$ cat src/rtl/sram_frame_arbiter.sv
// rtl/sram_frame_arbiter.sv - shares the 16-bit SRAM port between display reads and frame writes
module sram_frame_arbiter #(
  parameter int ADDR_WIDTH   = 20,
  parameter int READ_CYCLES  = 2,
  parameter int WRITE_CYCLES = 2,
  parameter int STARVE_LIMIT = 4
) (
  input  logic                  i_clk,
  input  logic                  i_rst,
  input  logic                  i_rd_req,
  input  logic [ADDR_WIDTH-1:0] i_rd_addr,
  output logic                  o_rd_grant,
  output logic [15:0]           o_rd_data,
  output logic                  o_rd_valid,
  input  logic                  i_wr_req,
  input  logic [ADDR_WIDTH-1:0] i_wr_addr,
  input  logic [15:0]           i_wr_data,
  output logic                  o_wr_grant,
  output logic                  o_wr_ack,
  output logic [ADDR_WIDTH-1:0] o_sram_addr,
  output logic [15:0]           o_sram_dq_out,
  output logic                  o_sram_dq_oe,
  input  logic [15:0]           i_sram_dq,
  output logic                  o_sram_ce_n,
  output logic                  o_sram_oe_n,
  output logic                  o_sram_we_n,
  output logic                  o_sram_lb_n,
  output logic                  o_sram_ub_n
);

  localparam logic [1:0] ST_IDLE   = 2'd0;
  localparam logic [1:0] ST_RD     = 2'd1;
  localparam logic [1:0] ST_WR     = 2'd2;
  localparam logic [1:0] ST_WR_REC = 2'd3;

  localparam logic [2:0] RD_LAST    = 3'(READ_CYCLES - 1);
  localparam logic [2:0] WR_LAST    = 3'(WRITE_CYCLES - 1);
  localparam logic [3:0] STARVE_MAX = 4'(STARVE_LIMIT);

  logic [1:0] state;
  logic [2:0] phase_cnt;
  logic [3:0] starve_cnt;
  logic       at_limit;
  logic       rd_win;
  logic       wr_win;

  // Reads win by default; the writer only overtakes once it has watched STARVE_LIMIT reads go by.
  always_comb begin
    at_limit   = (starve_cnt == STARVE_MAX);
    rd_win     = i_rd_req && (!i_wr_req || !at_limit);
    wr_win     = i_wr_req && (!i_rd_req || at_limit);
    o_rd_grant = !i_rst && (state == ST_IDLE) && rd_win;
    o_wr_grant = !i_rst && (state == ST_IDLE) && wr_win;
  end

  always_ff @(posedge i_clk) begin
    if (i_rst) begin
      state         <= ST_IDLE;
      phase_cnt     <= 3'd0;
      starve_cnt    <= 4'd0;
      o_sram_ce_n   <= 1'b1;
      o_sram_oe_n   <= 1'b1;
      o_sram_we_n   <= 1'b1;
      o_sram_lb_n   <= 1'b1;
      o_sram_ub_n   <= 1'b1;
      o_sram_dq_oe  <= 1'b0;
      o_sram_addr   <= '0;
      o_sram_dq_out <= 16'h0000;
      o_rd_data     <= 16'h0000;
      o_rd_valid    <= 1'b0;
      o_wr_ack      <= 1'b0;
    end else begin
      o_rd_valid <= 1'b0;
      o_wr_ack   <= 1'b0;
      case (state)
        ST_IDLE: begin
          phase_cnt <= 3'd0;
          if (o_wr_grant || !i_wr_req) begin
            starve_cnt <= 4'd0;
          end else if (o_rd_grant && !at_limit) begin
            starve_cnt <= starve_cnt + 4'd1;
          end
          if (o_rd_grant) begin
            state       <= ST_RD;
            o_sram_addr <= i_rd_addr;
            o_sram_ce_n <= 1'b0;
            o_sram_oe_n <= 1'b0;
            o_sram_lb_n <= 1'b0;
            o_sram_ub_n <= 1'b0;
          end else if (o_wr_grant) begin
            state         <= ST_WR;
            o_sram_addr   <= i_wr_addr;
            o_sram_dq_out <= i_wr_data;
            o_sram_dq_oe  <= 1'b1;
            o_sram_ce_n   <= 1'b0;
            o_sram_we_n   <= 1'b0;
            o_sram_lb_n   <= 1'b0;
            o_sram_ub_n   <= 1'b0;
          end
        end
        ST_RD: begin
          if (phase_cnt == RD_LAST) begin
            state       <= ST_IDLE;
            o_rd_data   <= i_sram_dq;
            o_rd_valid  <= 1'b1;
            o_sram_oe_n <= 1'b1;
            o_sram_ce_n <= 1'b1;
            o_sram_lb_n <= 1'b1;
            o_sram_ub_n <= 1'b1;
          end else begin
            phase_cnt <= phase_cnt + 3'd1;
          end
        end
        ST_WR: begin
          // Data and dq_oe stay up one cycle past the WE_n rising edge to cover hold time.
          if (phase_cnt == WR_LAST) begin
            state       <= ST_WR_REC;
            o_sram_we_n <= 1'b1;
            o_wr_ack    <= 1'b1;
          end else begin
            phase_cnt <= phase_cnt + 3'd1;
          end
        end
        ST_WR_REC: begin
          state        <= ST_IDLE;
          o_sram_dq_oe <= 1'b0;
          o_sram_ce_n  <= 1'b1;
          o_sram_lb_n  <= 1'b1;
          o_sram_ub_n  <= 1'b1;
        end
        default: state <= ST_IDLE;
      endcase
    end
  end

endmodule

$ cat config.mk
export PLATFORM = sky130hd
export DESIGN_NAME = sram_frame_arbiter
export DESIGN_NICKNAME = d
export VERILOG_FILES = /design/src/rtl/sram_frame_arbiter.sv
export SDC_FILE = /design/constraint.sdc
export NUM_CORES = 1
export LEC_CHECK = 0
export ABC_CLOCK_PERIOD_IN_PS = 4600
export CAP_MARGIN = 15
export CORE_MARGIN = 4
export CORE_UTILIZATION = 35
export CTS_CLUSTER_DIAMETER = 40
export DETAILED_ROUTE_END_ITERATION = 10
export HOLD_SLACK_MARGIN = 0.1
export PLACE_DENSITY = 0.76
export SYNTH_ARGS = -nofsm -noshare
export SYNTH_HDL_FRONTEND = slang
export SYNTH_SLANG_ARGS = --single-unit
$ cat constraint.sdc
create_clock -name i_clk -period 4.6 [get_ports i_clk]
set_clock_uncertainty 0.05 [all_clocks]
set_input_delay 1.38 -clock i_clk [delete_from_list [all_inputs] [get_ports i_clk]]
set_output_delay 1.38 -clock i_clk [all_outputs]
set_load 0.02 [all_outputs]
Word-level counts from Yosys, hierarchy flattened --
Index checks and enable logic that the tools add are counted.
Operators by class: reductions and logical operators 34, equal/unequal tests 12, muxes and demuxes 23, bitwise operators 3, add/sub/neg operators 2
Operators with widths (count):
- 2-to-1 mux 20 bit | 2
- AND reduction 3 bit | 5
- inequality test 2 bit, second input constant | 6
- nonzero test 2 bit | 6
- 2-to-1 mux 1 bit | 8
- 2-to-1 mux 2 bit | 4
- 2-to-1 mux 4 bit | 2
- case mux 2 bit (4 select lines) | 1
- AND reduction 2 bit | 4
- logical AND 1 bit | 6
- case mux 1 bit (2 select lines) | 3
- case mux 3 bit (2 select lines) | 1
- OR reduction 2 bit | 3
- adder 4 x 1 -> 4 bit, second input constant | 1
- equality test 2 bit, second input constant | 2
- equality test 4 x 3 -> 1 bit, second input constant | 1
- zero test 1 bit | 4
- AND reduction 4 bit | 1
- adder 3 x 1 -> 3 bit, second input constant | 1
- equality test 3 x 1 -> 1 bit, second input constant | 1
- logical OR 1 bit | 3
- 2-to-1 mux 3 bit | 1
- inequality test 3 bit, second input constant | 1
- NOT 1 bit | 3
- other kinds (4) | 4
Storage, ports and cells: word-level logic and storage cells 86, output and inout bits 62, flip-flop bits (word level) 67, input port bits 76

Logic depth before layout (Yosys ltp) --
depth in word-level cells 8, mapped depth 11, mapped depth without buffers 7

Least setup slack after synthesis --
Ideal clock, no wire load.
path kind input to output, from input port i_rst, to output port o_wr_grant, buffers on the path 4, required time 3.170 ns, setup slack 0.947 ns, arrival time 2.223 ns, stages on the path 7, cell sequence buf_6 > nand3b_1 > a21o_1 > buf_6 > inv_2 > buf_6 > buf_6
Between the ends: longest elaborated chain between the ends 3
RTL lines:
- start: declaration | RTL line 9 | input logic i_rst,
- zero test 1 bit | RTL line 53 | o_wr_grant = !i_rst && (state == ST_IDLE) && wr_win;
- logical AND 1 bit (2 in a row) | RTL line 53
- end: declaration | RTL line 18 | output logic o_wr_grant,
No other way between the ends.

Worst setup path after layout --
from input port i_wr_req, to output port o_wr_grant
Between the ends: longest elaborated chain between the ends 2
RTL lines:
- start: declaration | RTL line 15 | input logic i_wr_req,
- logical AND 1 bit | RTL line 51 | wr_win = i_wr_req && (!i_rd_req || at_limit);
- logical AND 1 bit | RTL line 53
No other way between the ends.

==> impl_metrics.py <==
metrics = {
    "hold_path": {
        "hp-class": "flop to flop",
    },
    "grt": {
        "grt_overflow_total": 0,
        "number_of_antenna_violations_at_the_first_check_in_global_routing": 0,
        "first_global_vias": 2685,
        "grt_start_max_net_pins": 39,
        "global_route_wire_length_before_repair_um": 12540,
        "groute.usage.overall": 0.1757,
    },
    "pwr": {
        "design_power_total_w": 0.001818,
        "p_leak_nw": 1.571,
        "ir_drop_v": 0.0002205,
        "pwr_density_cell_nw_per_um2": 420.5,
    },
    "clock_network": {
        "cts_setup_buffers": 0,
        "skew_pair_late_insertion_delay_ns": 0.34,
        "cts.hold.buffers_added": 0,
        "cts_max_path_buffers": 2,
        "root_buffer": "clkbuf_8",
        "post_cts_resize_count": 0,
        "cts.sink_count": 67,
        "tritoncts": "yes",
        "htreeDepth": 3,
        "numCtsBuffers": 9,
        "cts.reportedPaths.clkPinSlew_ns": 0.07,
    },
    "timing": {
        "drv_slew": 0,
        "hold_viol_final": 0,
        "fin_hold_ws_ns": 0.4034,
        "finalWorstPathRequiredPeriod_ns": 4.447,
        "max_freq_mhz": 224.9,
        "fin_tns_setup_ns": 0,
        "fin_crit_sh": 0.9667,
        "report.final.setup_viol": 0,
        "max_slew_margin": 0.5802,
        "worst_pin_slew_ns": 0.6281,
        "setup_repair_after_global_routing_missed_its_margin": "no",
    },
    "setup_path": {
        "worstPathArrival_ns": 3.02,
        "timing.critical_path.to_type": "primary output",
        "ff2ff_setup_slack_ns": 2.28,
        "worst_ep_required_time_ns": 3.17,
        "crit_path_start_kind": "input pin",
        "worst-path-max-fanout": 5,
        "worst-setup-path-type": "input pin to primary output",
    },
    "place": {
        "placer_s_final_routability_congestion_estimate": 0.7955,
        "numPlacedInstances": 525,
        "count_of_port_buffers_added_during_placement": 137,
        "detail_placement_hpwl_um": 5864,
    },
    "cells_and_area": {
        "syn_to_final_growth_pct": 58.12,
        "antennaDiodeCount": 0,
        "layout-drive-gt1-share": 0.05682,
        "num-fill-cells": 656,
        "final_std_cells_w_o_fill": 539,
        "fin_nets": 521,
    },
    "drt": {
        "postRouteWirelength_um": 8209,
        "ant_nets": 0,
        "detail_route.first_pass.iterations": 6,
        "drc_errors": 0,
        "routedWlPerCell_um": 15.23,
        "detailroute.via_count": 2690,
        "detail_route.iter0.violations": 163,
        "drt-vias-per-instance": 4.991,
    },
    "synthesis": {
        "synth_top_area_share": 0.4906,
        "synthesized_netlist_net_count": 393,
        "ys_ff_latch": 67,
        "yosys.area_share.simple": 0.1968,
        "syn_area_um2": 2734,
        "yosysSeqAreaShare": 0.4906,
        "synth_largest_area_cell": "dfxtp_1",
        "syn_avg_cell_area_um2": 8.847,
        "synthCells": 309,
        "synth.mux.area_fraction": 0.007323,
        "synth-xor-area-share": 0,
        "ys_types": 40,
        "synth_compound_area_frac": 0.1959,
        "post_synth_fa_ha_maj_area_fraction": 0.03661,
        "synth_top_cells_by_area": "dfxtp_1, nand2_1, a21oi_1",
        "yosysWarnings": 0,
        "combinational_family_with_the_most_area_after_synthesis": "simple AND/OR/NAND/NOR gates",
    },
    "flow_run": {
        "cap_violations": 0,
    },
    "floorplan": {
        "die-area_um2": 9289,
        "start_util": 0.3690,
        "coreArea_um2": 7408,
        "die_width_um": 96.38,
        "die_h_um": 96.38,
        "floorplan.rows": 31,
        "pin_count": 138,
    },
    "outcome": {
        "status": "finished, final reports clean",
    },
}
[power by group]
part / total (W) / leakage [nW] / switching, W / internal (W)
Combinational: 0.000589 / 0.918 / 0.000307 / 0.000282
Clock: 0.000541 / 0.109 / 0.000212 / 0.000329
Sequential: 0.000688 / 0.544 / 0.0000425 / 0.000645
[cell families after synthesis]
group,count (synthesis)
AOI/OAI and AO/OA,77
and+or+nand+nor,119
adders and majority gates,8
DFF,67
muxes,2
buffers and inverters,36
[cells in the final DEF (no fill, tap or decap), types with 2 or more instances in the layout]
cell type / n
clkdlybuf4s50_1: 136
nand2_1: 69
dfxtp_1: 67
a21oi_1: 41
nor2_1: 26
a222oi_1: 20
clkbuf_8: 11
inv_1: 9
ha_1: 8
buf_4: 6
nand3b_1: 4
nand3_1: 4
nand2b_1: 3
a21o_1: 2
o21ai_1: 2
a211oi_1: 2
and2b_1: 2
o21bai_1: 2
mux2i_1: 2
nand4b_1: 2
bufinv_16: 2
[metal layers]
layer  vias up  share of wire  track usage
met3        16           0.10      0.07436
li1       1327              -            -
met5         -              0            0
met4         0          0.018      0.07477
met2       106           0.49       0.2921
met1      1241           0.39       0.1969
[flip-flops by register name (all words and copies together), names as in the netlist]
register       flops
o_rd_data         16
o_rd_valid         1
o_sram_addr       20
o_sram_dq_oe       1
o_sram_dq_out     16
o_sram_oe_n        1
o_sram_ub_n        1
o_sram_we_n        1
o_wr_ack           1
phase_cnt          3
starve_cnt         4
state              2
[path summary, 6_finish.rpt]
check,from,end,cells past startpoint
worst min register to register,o_sram_dq_out[1],o_sram_dq_out[1],2
worst max-delay path,i_wr_req,o_wr_grant,5
worst max register to register,state[1],o_sram_we_n,8
worst min-delay path,o_sram_dq_out[1],o_sram_dq_out[1],2
[worst max-delay path, cell delays in order]
cell and delay (ns):
clkdlybuf4s50_1 0.56, nand3b_1 0.13, a21o_1 0.23, inv_2 0.06, clkdlybuf4s50_1 0.66
[per-stage QoR]
step | util | setup slack, ns | instance area (um^2)
2_1_floorplan | - | 0.9465 | 2734
3_3_place_gp | 0.5545 | 0.2250 | 4108
3_5_place_dp | 0.5545 | 0.2210 | 4108
4_1_cts | 0.5835 | 0.1379 | 4323
5_1_grt | 0.5835 | 0.06686 | 4323
6_report | 0.5835 | 0.1530 | 4323
[area by class of cell]
class | count | area (um^2) | area share
clock inverter | 2 | 60.06 | 0.01389
inverter | 10 | 37.54 | 0.008683
timing repair buffer | 143 | 1411 | 0.3265
tap | 99 | 123.9 | 0.02865
sequential | 67 | 1341 | 0.3103
clock buffer | 12 | 155.1 | 0.03589
multi-input combinational | 206 | 1194 | 0.2761
[Yosys cell counts, drive strengths merged]
cell type	number
nand2	69
dfxtp	67
a21oi	41
nor2	26
a222oi	20
buf	13
clkbuf	13
inv	10
ha	8
nand3b	5
nand3	4
nand2b	3
a211oi	2
a21o	2
and2b	2
mux2i	2
nand4b	2
o21ai	2
o21bai	2
a2111oi	1
a2bb2oi	1
a31o	1
a31oi	1
and2	1
and3	1
nor2b	1
nor3	1
nor3b	1
nor4bb	1
o211a	1
o221ai	1
o311ai	1
o31ai	1
or2b	1
or4b	1
No activity file was read; power rests on OpenSTA's default activity.
==> RTL change 1 (same settings) <==
One comparison of `starve_cnt` changes from == to >=.
--- a/src/rtl/sram_frame_arbiter.sv
+++ b/src/rtl/sram_frame_arbiter.sv
@@ -46,7 +46,7 @@
 
   // Reads win by default; the writer only overtakes once it has watched STARVE_LIMIT reads go by.
   always_comb begin
-    at_limit   = (starve_cnt == STARVE_MAX);
+    at_limit   = (starve_cnt >= STARVE_MAX);
     rd_win     = i_rd_req && (!i_wr_req || !at_limit);
     wr_win     = i_wr_req && (!i_rd_req || at_limit);
     o_rd_grant = !i_rst && (state == ST_IDLE) && rd_win;
Function: no difference found for any inputs over 10 cycles, from zero or initial values and one cycle with i_rst high; that may be too few to reach the edited logic, so the function may still have changed.
==> RTL change 1 against the original RTL <==
- sequential cell count is the same
- routed wire length grew 14%
- worst setup slack improved by 0.0020 ns
- non-clock buffer count increased by 3
- total power rose by 11%
- cell area up 9.1%
- area after synthesis grew 14%
- critical path depth did not move
- register-to-register slack worse by 0.21 ns
- largest cell class is now multi-input combinational cells
- largest power group is now combinational cells
- highest routed layer unchanged
==> RTL change 1: results <==
[outcome]
status = completed

[global_routing]
grt_usage = 0.178
grt_first_pass_wirelength_um = 14900
antenna_found_initial = 0
grt_max_degree = 58
grt_pass1_vias = 3179

[cells_and_area]
drive_gt1_frac = 0.104
fillers = 801
nets = 559
n_antenna_cell = 0

[worst_hold_path]
holdCritStartpoint = o_rd_data[12]
min_to = o_rd_data[12]

[route]
num_vias = 3146
drt-initial-drc-count = 151
vias_per_cell = 5.34
firstDrtPassIters = 4
routedWlPerCell_um = 15.9

[worst_setup_path]
crit_fanout = 6
cpPeakStageDelay_ns = 0.61
reg2reg_depth = 5
crit_arrival_ns = 3.02
r2r_start = state[0]
rrSetupSlack_ns = 2.07
worstReg2RegEnd = o_sram_addr[19]

[placement]
gp_congestion = 0.810
placedCellCount = 573
placed_area_um2 = 4500
dp_hpwl_um = 6440

[pwr]
p_leak_nw = 1.60
p_switching_mw = 0.693
seq_power_share = 0.354
clkPwrFrac = 0.268
peakVddDrop_mv = 0.148

[yosys]
synth-adder-area-share = 0.0280
synthTopCellsByCount = 67 x dfxtp_1, 61 x a21oi_1, 42 x nor3_1, 34 x nand2_1, 22 x o21ai_0
synth_nets = 439
synth_compound_area_frac = 0.268
synth_area_per_cell_um2 = 8.77
synth_xor_area_frac = 0
ys_seq_area_frac = 0.429
synthTopCellsByArea = dfxtp_1 43%, a21oi_1 9.8%, a2111oi_2 9.6%
synth_mux_area_frac = 0.00641

[clock_tree]
cts_buffers = 9
insertion_delay_ns = 0.34

[timing]
relSlewSlack = 0.451
-- RTL change 1: final cells by class --
class / count / area, um2 / share of cell area
Timing Repair Buffer: 146 / 1430 / 0.304
Tap cell: 108 / 135 / 0.0287
Clock buffer: 10 / 128 / 0.0271
Multi-Input combinational cell: 246 / 1570 / 0.332
Clock inverter: 6 / 88.8 / 0.0188
Inverter: 6 / 22.5 / 0.00478
Sequential cell: 67 / 1340 / 0.285
-- RTL change 1: through the flow --
step	utilization	setup WS, ns	hold WS [ns]	total power [mW]
5_1_grt	0.541	0.0946	0.429	2.12
3_5_place_dp	0.516	0.163	0.401	1.49
3_3_place_gp	0.516	0.185	0.392	1.47
6_report	0.541	0.155	0.404	2.01
4_1_cts	0.541	0.159	0.408	2.03
2_1_floorplan	-	0.933	0.412	1.21
-- RTL change 1: logic make-up (layout without fill, tap and decap cells) --
family                   after synthesis  count (layout)
flip-flops                            67              67
multiplexers                           2               2
adder cells (fa/ha/maj)                7               7
AO/OA/AOI/OAI                        118             118
AND/OR/NAND/NOR                      119             119
buffers and inverters                 43             168
-- RTL change 1: layer usage --
metal  vias to the layer above  wire [um]  share of wire  track usage
met5                         -          0              0            0
li1                       1533          -              -            -
met4                         0        131          0.014       0.0605
met2                       119       4380           0.47        0.302
met3                        12        781          0.083       0.0539
met1                      1482       4080           0.44        0.214
-- RTL change 1: worst max path at each step --
stage / startpoint / end / depth (start not counted)
floorplan: i_wr_req / o_rd_grant / 5
global placement: i_rd_req / o_rd_grant / 5
detailed placement: i_rd_req / o_rd_grant / 5
CTS: i_rd_req / o_rd_grant / 5
global route: i_rd_req / o_rd_grant / 5
finish: i_rd_req / o_rd_grant / 5
==> RTL change 2 (config.mk and constraints unchanged) <==
Without the edit above. Set the parameter `ADDR_WIDTH` to 16 (it was 20).
--- a/src/rtl/sram_frame_arbiter.sv
+++ b/src/rtl/sram_frame_arbiter.sv
@@ -1,6 +1,6 @@
 // rtl/sram_frame_arbiter.sv - shares the 16-bit SRAM port between display reads and frame writes
 module sram_frame_arbiter #(
-  parameter int ADDR_WIDTH   = 20,
+  parameter int ADDR_WIDTH   = 16,
   parameter int READ_CYCLES  = 2,
   parameter int WRITE_CYCLES = 2,
   parameter int STARVE_LIMIT = 4
Ports: changed (resized i_rd_addr, i_wr_addr and o_sram_addr); port bits go from 138 to 126. The function was not compared with the original's and may differ.
==> RTL change 2 against the original RTL <==
- cell area is 0.98% lower
- maximum frequency is 0.97% lower
- routed wire length is 7.2% lower
- worst setup slack worse by 0.044 ns
- core utilization is 3.0 points lower
- total power is 10% higher
- final cell count is 0.93% higher
- area after synthesis is 2.2% higher
- clock power is 13% lower
- combinational power is 41% higher
- sequential power is 3% higher
- sequential cell count is 4 lower
- critical path type unchanged
==> RTL change 2: results <==
[cells_and_area]
n_all_inverters = 6
clk_share = 0.0456
multi_input_cells = 225
seq_area_um2 = 1260
multi_input_area_share = 0.321
layout.nonclk_buf_frac = 0.303
buffers = 132
drive_gt1_frac = 0.0928

[worst_setup_path]
crit_arrival_ns = 3.06
reg2reg_depth = 7

[route]
num_vias = 2613
routedWlPerCell_um = 14.0
wl_met3_um = 270
drt-met1-wl_um = 3070
drt-initial-drc-count = 57

[placement]
gp_congestion = 0.796
placed_area_um2 = 4090
dp_hpwl_um = 5700

[outcome]
status = completed

[clock_tree]
cts_sinks = 63

[pwr]
p_switching_mw = 0.727
intPower_mw = 1.28
p_seq_mw = 0.708

[yosys]
synthTopCellsByCount = 67 x nand2_1, 63 x dfxtp_1, 44 x a21oi_1, 23 x nor2_1, 18 x mux2i_1

[global_routing]
grt_max_degree = 66
==> RTL change 2: cell types whose count changed in the layout (fill, tap and decap cells not counted), sizes merged, moves of 4 or more <==
cell / unedited run / this run
a211oi: 2 / 16
a21oi: 41 / 45
a222oi: 20 / 0
clkdlybuf4s50: 136 / 124
dfxtp: 67 / 63
mux2i: 2 / 18
==> RTL change 2: logic make-up after synthesis <==
| group | synth area share |
|---|---|
| buffers and inverters | 0.0568 |
| flip-flops | 0.451 |
| multiplexers | 0.0645 |
| AND/OR/NAND/NOR | 0.208 |
| AO/OA/AOI/OAI | 0.184 |
| adder cells (fa/ha/maj) | 0.0358 |
==> RTL change 2: worst paths after layout <==
| path | slack (ns) | to | start |
|---|---|---|---|
| max | 0.11 | o_wr_grant | i_wr_req |
| max reg2reg | 2.72 | o_sram_dq_out[10] | starve_cnt[0] |
| min reg2reg | 0.41 | o_sram_dq_out[15] | o_sram_dq_out[15] |
| min | 0.41 | o_sram_dq_out[15] | o_sram_dq_out[15] |
